<file path="src/rtl/fetch_pkg.sv">
// Shared types and constants for the instruction fetch front end.
package fetch_pkg;

  localparam logic [31:0] NOP_INSTR = 32'h00000013;
  localparam logic [31:0] PC_STEP   = 32'd4;

  typedef struct packed {
    logic [31:0] pc;
    logic [31:0] instr;
  } fetch_entry_t;

endpackage

</file>
<file path="src/rtl/fetch_fifo.sv">
// Circular FIFO of fetched {pc, instr} entries with push, pop and clear.
module fetch_fifo
  import fetch_pkg::*;
#(
  parameter int DEPTH = 4,
  localparam int CW = $clog2(DEPTH + 1)
) (
  input  logic         clk_i,
  input  logic         rst_i,
  input  logic         push_i,
  input  fetch_entry_t push_data_i,
  input  logic         pop_i,
  input  logic         clear_i,
  output fetch_entry_t head_o,
  output logic [CW-1:0] count_o
);

  localparam int PW = (DEPTH > 1) ? $clog2(DEPTH) : 1;

  fetch_entry_t  mem_q [DEPTH];
  logic [PW-1:0] wr_ptr_q, wr_ptr_d;
  logic [PW-1:0] rd_ptr_q, rd_ptr_d;
  logic [CW-1:0] count_q, count_d;

  function automatic logic [PW-1:0] next_ptr(input logic [PW-1:0] ptr);
    return (ptr == PW'(DEPTH - 1)) ? '0 : ptr + PW'(1);
  endfunction

  always_comb begin
    wr_ptr_d = wr_ptr_q;
    rd_ptr_d = rd_ptr_q;
    count_d  = count_q;
    if (clear_i) begin
      wr_ptr_d = '0;
      rd_ptr_d = '0;
      count_d  = '0;
    end else begin
      if (push_i) wr_ptr_d = next_ptr(wr_ptr_q);
      if (pop_i)  rd_ptr_d = next_ptr(rd_ptr_q);
      case ({push_i, pop_i})
        2'b10:   count_d = count_q + CW'(1);
        2'b01:   count_d = count_q - CW'(1);
        default: count_d = count_q;
      endcase
    end
  end

  always_ff @(posedge clk_i or negedge rst_i) begin
    if (!rst_i) begin
      wr_ptr_q <= '0;
      rd_ptr_q <= '0;
      count_q  <= '0;
    end else begin
      wr_ptr_q <= wr_ptr_d;
      rd_ptr_q <= rd_ptr_d;
      count_q  <= count_d;
    end
  end

  always_ff @(posedge clk_i) begin
    if (push_i && !clear_i) mem_q[wr_ptr_q] <= push_data_i;
  end

  assign head_o  = mem_q[rd_ptr_q];
  assign count_o = count_q;

  // The credit scheme upstream must never let a response land in a full queue.
  a_no_push_when_full: assert property (@(posedge clk_i) disable iff (!rst_i)
    !(push_i && !pop_i && !clear_i && count_q == CW'(DEPTH)));

endmodule

</file>
<file path="src/rtl/instr_fetch_queue.sv">
// Fetch front end: owns the fetch PC, issues credit-limited requests and
// buffers in-order responses for IF/ID, with flush/redirect support.
module instr_fetch_queue
  import fetch_pkg::*;
#(
  parameter int          DEPTH    = 4,
  parameter logic [31:0] RESET_PC = 32'h00000000,
  localparam int CW = $clog2(DEPTH + 1)
) (
  input  logic        clk_i,
  input  logic        rst_i,
  input  logic        start_i,
  output logic        imem_req_o,
  output logic [31:0] imem_addr_o,
  input  logic        imem_gnt_i,
  input  logic        imem_rvalid_i,
  input  logic [31:0] imem_rdata_i,
  output logic        instr_valid_o,
  output logic [31:0] instr_o,
  output logic [31:0] pc_o,
  input  logic        stall_i,
  input  logic        flush_i,
  input  logic [31:0] flush_pc_i
);

  logic [31:0]   fetch_pc_q, fetch_pc_d;
  logic [31:0]   resp_pc_q, resp_pc_d;
  logic [CW-1:0] outstanding_q, outstanding_d;
  logic [CW-1:0] discard_q, discard_d;
  logic [CW-1:0] count;
  logic [CW:0]   in_use;
  logic          grant, push, pop;
  fetch_entry_t  push_entry, head;

  // Responses already destined for the bin do not hold a queue slot.
  assign in_use     = {1'b0, count} + {1'b0, outstanding_q} - {1'b0, discard_q};
  assign imem_req_o = rst_i && start_i && !flush_i && (in_use < (CW+1)'(DEPTH));
  assign imem_addr_o = fetch_pc_q;

  assign grant      = imem_req_o && imem_gnt_i;
  assign push       = imem_rvalid_i && !flush_i && (discard_q == '0);
  assign pop        = instr_valid_o && !stall_i && !flush_i;
  assign push_entry = '{pc: resp_pc_q, instr: imem_rdata_i};

  always_comb begin
    fetch_pc_d    = fetch_pc_q;
    resp_pc_d     = resp_pc_q;
    outstanding_d = outstanding_q;
    discard_d     = discard_q;
    if (flush_i) begin
      fetch_pc_d    = flush_pc_i;
      resp_pc_d     = flush_pc_i;
      outstanding_d = outstanding_q - CW'(imem_rvalid_i);
      discard_d     = outstanding_q - CW'(imem_rvalid_i);
    end else begin
      if (grant) fetch_pc_d = fetch_pc_q + PC_STEP;
      case ({grant, imem_rvalid_i})
        2'b10:   outstanding_d = outstanding_q + CW'(1);
        2'b01:   outstanding_d = outstanding_q - CW'(1);
        default: outstanding_d = outstanding_q;
      endcase
      if (imem_rvalid_i) begin
        if (discard_q != '0) discard_d = discard_q - CW'(1);
        else                 resp_pc_d = resp_pc_q + PC_STEP;
      end
    end
  end

  always_ff @(posedge clk_i or negedge rst_i) begin
    if (!rst_i) begin
      fetch_pc_q    <= RESET_PC;
      resp_pc_q     <= RESET_PC;
      outstanding_q <= '0;
      discard_q     <= '0;
    end else begin
      fetch_pc_q    <= fetch_pc_d;
      resp_pc_q     <= resp_pc_d;
      outstanding_q <= outstanding_d;
      discard_q     <= discard_d;
    end
  end

  fetch_fifo #(.DEPTH(DEPTH)) u_fifo (
    .clk_i       (clk_i),
    .rst_i       (rst_i),
    .push_i      (push),
    .push_data_i (push_entry),
    .pop_i       (pop),
    .clear_i     (flush_i),
    .head_o      (head),
    .count_o     (count)
  );

  assign instr_valid_o = (count != '0);
  assign instr_o       = instr_valid_o ? head.instr : NOP_INSTR;
  assign pc_o          = instr_valid_o ? head.pc    : 32'h0;

endmodule
</file>
<file path="config.mk">
export PLATFORM = sky130hd
export DESIGN_NAME = instr_fetch_queue
export DESIGN_NICKNAME = d
export VERILOG_FILES = /design/src/rtl/fetch_pkg.sv /design/src/rtl/fetch_fifo.sv /design/src/rtl/instr_fetch_queue.sv
export SDC_FILE = /design/constraint.sdc
export NUM_CORES = 1
export LEC_CHECK = 0
export ABC_AREA = 1
export CAP_MARGIN = 15
export CORE_MARGIN = 3
export CORE_UTILIZATION = 61
export CTS_CLUSTER_DIAMETER = 100
export CTS_CLUSTER_SIZE = 20
export DETAILED_ROUTE_END_ITERATION = 16
export PLACE_DENSITY = 0.91
export SLEW_MARGIN = 20
export SYNTH_ARGS = -nofsm -noshare
export SYNTH_HDL_FRONTEND = slang
export SYNTH_SLANG_ARGS = --single-unit
</file>
<file path="constraint.sdc">
create_clock -name clk_i -period 11.15 [get_ports clk_i]
set_input_delay 2.23 -clock clk_i [delete_from_list [all_inputs] [get_ports clk_i]]
set_output_delay 2.23 -clock clk_i [all_outputs]
set_load 0.01 [all_outputs]
</file>
==> results of run 1 <==
-- worst register-to-register path: stages, from the launching register on --
cell and delay, ns:
dfrtp_1 0.45, inv_1 0.10, fa_1 0.48, inv_1 0.04, ha_1 0.29, nand3_1 0.10
nand3_1 0.09, nand2_1 0.05, nor2_1 0.17, nand3_2 0.28, nand2_1 0.65, inv_1 0.56
nand2_1 0.19, o211ai_1 0.10
-- sequential cells by signal (all words and copies together) (netlist names) --
| name | cells |
|---|---|
| u_fifo.rd_ptr_q | 2 |
| imem_addr_o | 32 |
| outstanding_q | 3 |
| u_fifo.wr_ptr_q | 2 |
| resp_pc_q | 32 |
| u_fifo.count_o | 3 |
| discard_q | 3 |
| u_fifo.mem_q | 256 |
-- power by group through the flow --
stage	clock, uW	combinational [uW]	sequential (uW)
finish	737	1240	1610
global route	782	1350	1630
CTS	743	1240	1610
detailed placement	0	1220	1630
global placement	0	1170	1620
floorplan	0	709	1580
-- cell usage in the layout (no fill, tap or decap), types with 6 or more instances in the layout --
master           instances
nor2_1                 309
edfxtp_1               256
nand2_1                208
clkdlybuf4s50_1        167
o21ai_0                130
a21oi_1                 78
inv_1                   76
dfrtp_1                 75
nand3_1                 69
xor2_1                  30
o211ai_1                21
nor3_1                  21
clkbuf_16               21
xnor2_1                 15
ha_1                    14
clkbuf_1                14
o21ai_1                 13
buf_4                   12
nand4_1                  9
nor2_2                   7
nor2_4                   6
nand2_2                  6
-- logic make-up (layout without fill, tap and decap cells) --
group / Yosys count / count (layout) / synth area share [%]
AOI/OAI and AO/OA: 266 / 266 / 9.583
adders and majority gates: 18 / 18 / 1.688
xor gates and xnor gates: 45 / 45 / 2.607
buffers and inverters: 150 / 296 / 4.022
DFF: 333 / 333 / 63.59
and+or+nand+nor: 657 / 657 / 18.51
-- layout make-up --
| cell class | instances | share of cell area [%] |
|---|---|---|
| sequential | 333 | 54.66 |
| multi-input combinational | 986 | 28.00 |
| timing repair buffer | 179 | 10.01 |
| clock buffer | 35 | 3.285 |
| tap | 319 | 2.268 |
| inverter | 81 | 1.728 |
| clock inverter | 1 | 0.04977 |
-- through the flow --
step           instance area, sq um  setup WS (ns)  utilization, %  instances
2_1_floorplan                 15120          5.264               -       1469
3_3_place_gp                  17010          4.931           71.20       1898
3_5_place_dp                  17010          4.854           71.20       1898
4_1_cts                       17600          4.929           73.65       1934
5_1_grt                       17600          4.794           73.65       1934
6_report                      17600          4.952           73.65       1934
-- final timing paths --
| kind | slack [ns] | depth (start not counted) | endpoint | startpoint |
|---|---|---|---|---|
| hold reg to reg | 0.50 | 2 | imem_addr_o[1] | imem_addr_o[1] |
| min in group asynchronous | 1.71 | 1 | resp_pc_q[28] | rst_i |
| setup / recovery | 4.95 | 8 | imem_req_o | flush_i |
| hold / removal | 0.50 | 2 | imem_addr_o[1] | imem_addr_o[1] |
| max in group asynchronous | 8.49 | 2 | u_fifo.rd_ptr_q[0] | rst_i |
| setup reg to reg | 7.48 | 13 | imem_addr_o[8] | u_fifo.count_o[1] |
-- metal layers --
metal,global-route usage [%],part of all wire (%),vias up,wire [microns]
met3,3.652,9.4,93,3518
met5,0,0,-,0
met4,9.112,2.9,0,1097
li1,-,-,5282,-
met2,45.55,49,685,18290
met1,37.81,39,5642,14710
==> impl_metrics.tcl, run 1 <==
set metrics [dict create \
    grt_pass1_wl_mm 57.82 \
    cpPeakStageDelay_ns 0.52 \
    clock.fmax_mhz 161.4 \
    fin_total_pwr_uw 3589 \
    cts_buffers 20 \
    pwr-share-seq_pct 44.9 \
    synth_area_sq_um 15120 \
    ctsHtreeMaxLevel 1 \
    pwr-share-clk_pct 20.5 \
    tns_ns 0 \
    cp.arrival_ns 3.97 \
    post-synth-top-count-cell "nor2_1" \
    n_antenna_cell 0 \
    synth_edf_count 256 \
    slew_violations 0 \
    routabilityCongestion 0.9606 \
    dieArea_sq_um 26710 \
    swShare_pct 34.85 \
    cp_max_fo 50 \
    dr.pass1.iters 8 \
    fp.coreArea_sq_um 23890 \
    dieHeight_microns 163.4 \
    vias 11700 \
    dp_hpwl_mm 23.25 \
    path_class "in -> out" \
    via_per_inst 6.051 \
    ys_seq_area_share_pct 63.59 \
    clkTransAtPathRegs_ns 0.08 \
    yosysWarnings 0 \
    setup_viol 0 \
    ys.flop_type "edfxtp_1" \
    cap_violations 0 \
    p_int_uw 2338 \
    cts_hold_buf 0 \
    tightest_slew_ns 0.9747 \
    crit_required_ns 8.92 \
    multi_input_area_sq_um 4927 \
    crit_slowest_cell "clkdlybuf4s50_1" \
    ys_ff_latch 333 \
    io_pins 169 \
    crit_path_start_kind "primary input" \
    overflow 0 \
    postRouteAntennaNets 0 \
    worst_hold_slack_ns 0.4972 \
    clock_skew_ns 0.01802 \
    end_kind "primary output" \
    cts_sinks 333 \
    path_cells "clkdlybuf4s50_1 > buf_4 > nor2_1 > nand2_1 > nor2_1 > nand2_1 > inv_1 > clkdlybuf4s50_1" \
    antenna_found_initial 0 \
    synth_top_cell_area_share_pct 50.84 \
    status "completed" \
    synth_commonest_cells "313 x nor2_1, 256 x edfxtp_1, 208 x nand2_1, 130 x o21ai_0, 78 x a21oi_1" \
    cts-resized-gates 0 \
    finalWirelength_mm 37.61 \
    synthArstFlopShare_pct 23.12 \
    syn_nets 1558 \
    grt_setup_unrepaired "false" \
    clockBufferDepth 3 \
    drive_gt1_share_pct 5.077 \
    postSynthCellCount 1469 \
    combPwrFrac_pct 34.6 \
    hold_viol 0 \
    clkLatencyLatePin_ns 0.51 \
    rows 56 \
    fill_cells 1525 \
    power.density_nw_per_um2 203.9 \
    cts_setup_buffers 0 \
    yosys-top-cells-area "edfxtp_1 51%, dfrtp_1 13%, nor2_1 7.8%" \
    register_area_sq_um 9619 \
    p_sw_uw 1251 \
    wl_per_cell_microns 19.45 \
    worst-path-buf-inv 4 \
    fin_nets 1690 \
    port_buffers 168 \
    tritoncts "yes" \
    hold_path_class "reg -> reg" \
    drcViolationCount 0 \
    track_usage_pct 27.37 \
    area_growth_pct 16.39 \
    fin_crit_sh_pct 55.58 \
    critPathTopFamily "buffers and inverters" \
    die-width_microns 163.4 \
    grt_pass1_vias 11340 \
    grt_max_degree 107 \
    p_leak_uw 0.006496 \
    maxSlewHeadroom_pct 35.02 \
    drt_iter0_drc 1334 \
    ir_drop_mv 0.1484 \
    initial_core_util_pct 63.28 \
    yosys.area.top_type "edfxtp_1" \
    fin_crit_ns 6.198 \
    synth.avg_cell_area_sq_um 10.29 \
    root_buffer "clkbuf_16" \
    ys_types 41 \
]
(Power assumes the default switching activity.)
==> run 2: changes to the inputs <==
CORE_UTILIZATION = 57   (was 61)
PLACE_DENSITY = 0.86   (was 0.91)
clock period = 6.19 ns   (was 11.15 ns; I/O delays follow)
==> run 2 against run 1 <==
Net effect: hold slack got worse by 0.0092 ns; count of clock-buffer cells in the layout decreased by 10; final area is essentially flat; setup slack lost 3.5 ns; via count shrank 2.9%; cell count up 0.26%; critical path depth fell by 2; sequential power up 80%; die area increased by 6.8%; total power rose by 79%; clock power grew 74%; routed wire length fell by 2.8%.
==> impl_metrics.tcl, run 2 (synthesis results as in run 1) <==
set metrics [dict create \
    area_growth_pct 16.48 \
    postRouteAntennaNets 0 \
    ir_drop_mv 0.2724 \
    rrSetupSlack_ns 2.46 \
    slew_violations 0 \
    rows 58 \
    ctsHtreeMaxLevel 1 \
    critPathTopFamily "buffers and inverters" \
    dieArea_sq_um 28520 \
    clockBufferDepth 3 \
    pwr-share-seq_pct 45.0 \
    final_cell_mix "309 x nor2_1, 256 x edfxtp_1, 208 x nand2_1" \
    grt_setup_unrepaired "false" \
    n_antenna_cell 0 \
    dieHeight_microns 168.9 \
    drive_gt1_share_pct 5.345 \
    dp_cells 1912 \
    grt_pass1_wl_mm 57.93 \
    r2r_end "imem_addr_o[19]" \
    clock_skew_ns 0.01303 \
    cts-resized-gates 0 \
    clkTransAtPathRegs_ns 0.09 \
    layoutNonFillerInstCount 1939 \
    cpPeakStageDelay_ns 0.87 \
    fin_nets 1693 \
    hp-start "imem_addr_o[0]" \
    routabilityCongestion 0.9518 \
    crit_required_ns 4.95 \
    port_buffers 168 \
    crit_path_start_kind "flip-flop" \
    dp_hpwl_mm 23.64 \
    via_per_inst 5.861 \
    fin_total_pwr_uw 6417 \
    clkLatencyLatePin_ns 0.53 \
    status "completed" \
    crit_top_cell "nor2_1" \
    cp_max_fo 100 \
    initial_core_util_pct 59.02 \
    fp.coreArea_sq_um 25620 \
    crit_slowest_cell "buf_4" \
    tightest_slew_ns 1.087 \
    wl_per_cell_microns 18.86 \
    root_buffer "clkbuf_16" \
    cp.arrival_ns 3.45 \
    hold_end "imem_addr_o[0]" \
    dr.pass1.iters 5 \
    fin_crit_ns 4.692 \
    pwr-share-clk_pct 19.9 \
    die-width_microns 168.9 \
    cts_hold_buf 0 \
    worst-path-buf-inv 2 \
    path_cells "buf_4 > nor2_1 > nor2_1 > o21ai_0 > a21oi_1 > clkdlybuf4s50_1" \
    end_kind "primary output" \
    power.density_nw_per_um2 364.3 \
    fin_crit_sh_pct 75.80 \
    tritoncts "yes" \
    clock.fmax_mhz 213.1 \
    drt_iter0_drc 1333 \
    cts_sinks 333 \
    swShare_pct 34.81 \
    largest_reg_flops 256 \
    p_leak_uw 0.006499 \
    maxSlewHeadroom_pct 27.52 \
    r2r-start "u_fifo.count_o[1]" \
    cap_violations 0 \
    grt_pass1_vias 11230 \
    largest-register "u_fifo.mem_q" \
    tns_ns 0 \
    combPwrFrac_pct 35.1 \
    cts_setup_buffers 0 \
    p_int_uw 4183 \
    hold_viol 0 \
    r2r_cells 13 \
    finalWirelength_mm 36.56 \
    overflow 0 \
    cts_buffers 20 \
    setup_viol 0 \
    track_usage_pct 25.29 \
    p_sw_uw 2234 \
    min_path_cells 2 \
    vias 11360 \
    path_class "reg -> out" \
    layout_commonest_cell "nor2_1" \
    hold_path_class "reg -> reg" \
    drcViolationCount 0 \
    grt_max_degree 101 \
    antenna_found_initial 0 \
    io_pins 169 \
]
-- run 2: cell count changes in the layout (fill, tap and decap cells not counted) --
| cell | previous run | this run |
|---|---|---|
| buf_12 | 0 | 2 |
| buf_2 | 0 | 1 |
| clkinv_8 | 0 | 1 |
| clkdlybuf4s50_1 | 167 | 166 |
| clkbuf_1 | 14 | 5 |
| buf_4 | 12 | 13 |
| clkbuf_16 | 21 | 20 |
-- run 2: routing by layer --
metal	global-route usage, %	up-vias	routed length [microns]
met5	0	-	0
met4	6.973	0	838
met3	4.087	72	3431
met2	42.59	615	17730
met1	34.58	5398	14560
li1	-	5279	-
-- run 2: worst max-delay path by stage --
stage / from / to / slack, ns / depth (start not counted)
after floorplan: flush_i / u_fifo.mem_q[0][0] / 1.30 / 4
after global placement: flush_i / u_fifo.count_o[2] / 1.89 / 10
after detailed placement: flush_i / u_fifo.count_o[2] / 1.80 / 10
after CTS: u_fifo.rd_ptr_q[0] / pc_o[29] / 1.56 / 6
after global routing: u_fifo.rd_ptr_q[0] / pc_o[29] / 1.30 / 6
final: u_fifo.rd_ptr_q[0] / pc_o[29] / 1.50 / 6
-- run 2: worst reg2reg max path, stage by stage (launching register included) --
cell and delay (ns):
dfrtp_1 0.47, inv_1 0.11, fa_1 0.49, inv_1 0.05
ha_1 0.29, nand3_1 0.10, nand3_1 0.09, nand2_1 0.06
nor2_1 0.18, nand3_2 0.27, nand2_1 0.64, inv_1 0.57
nand2_1 0.18, nand3_1 0.10
-- run 2: final cells by class --
| class | count | area [sq um] |
|---|---|---|
| sequential | 333 | 9619 |
| timing repair buffer | 182 | 1804 |
| inverter | 81 | 304.0 |
| multi-input combinational | 986 | 4927 |
| tap | 330 | 412.9 |
| clock inverter | 2 | 25.02 |
| clock buffer | 25 | 519.2 |
| fill | 1812 | 8005 |
-- run 2: through the flow --
stage	util (%)	hold slack, ns	setup WS (ns)	area, sq um
floorplan	-	0.4763	1.296	15120
global placement	66.63	0.4655	1.889	17070
detailed placement	66.63	0.4708	1.803	17070
CTS	68.75	0.4924	1.559	17610
global route	68.75	0.5120	1.300	17610
finish	68.75	0.4880	1.498	17610
-- run 2: power by group through the flow --
stage | logic [uW] | clock network [uW] | registers [uW]
2_1_floorplan | 1280 | 0 | 2850
3_3_place_gp | 2160 | 0 | 2910
3_5_place_dp | 2240 | 0 | 2930
4_1_cts | 2260 | 1290 | 2880
5_1_grt | 2480 | 1360 | 2920
6_report | 2250 | 1280 | 2890
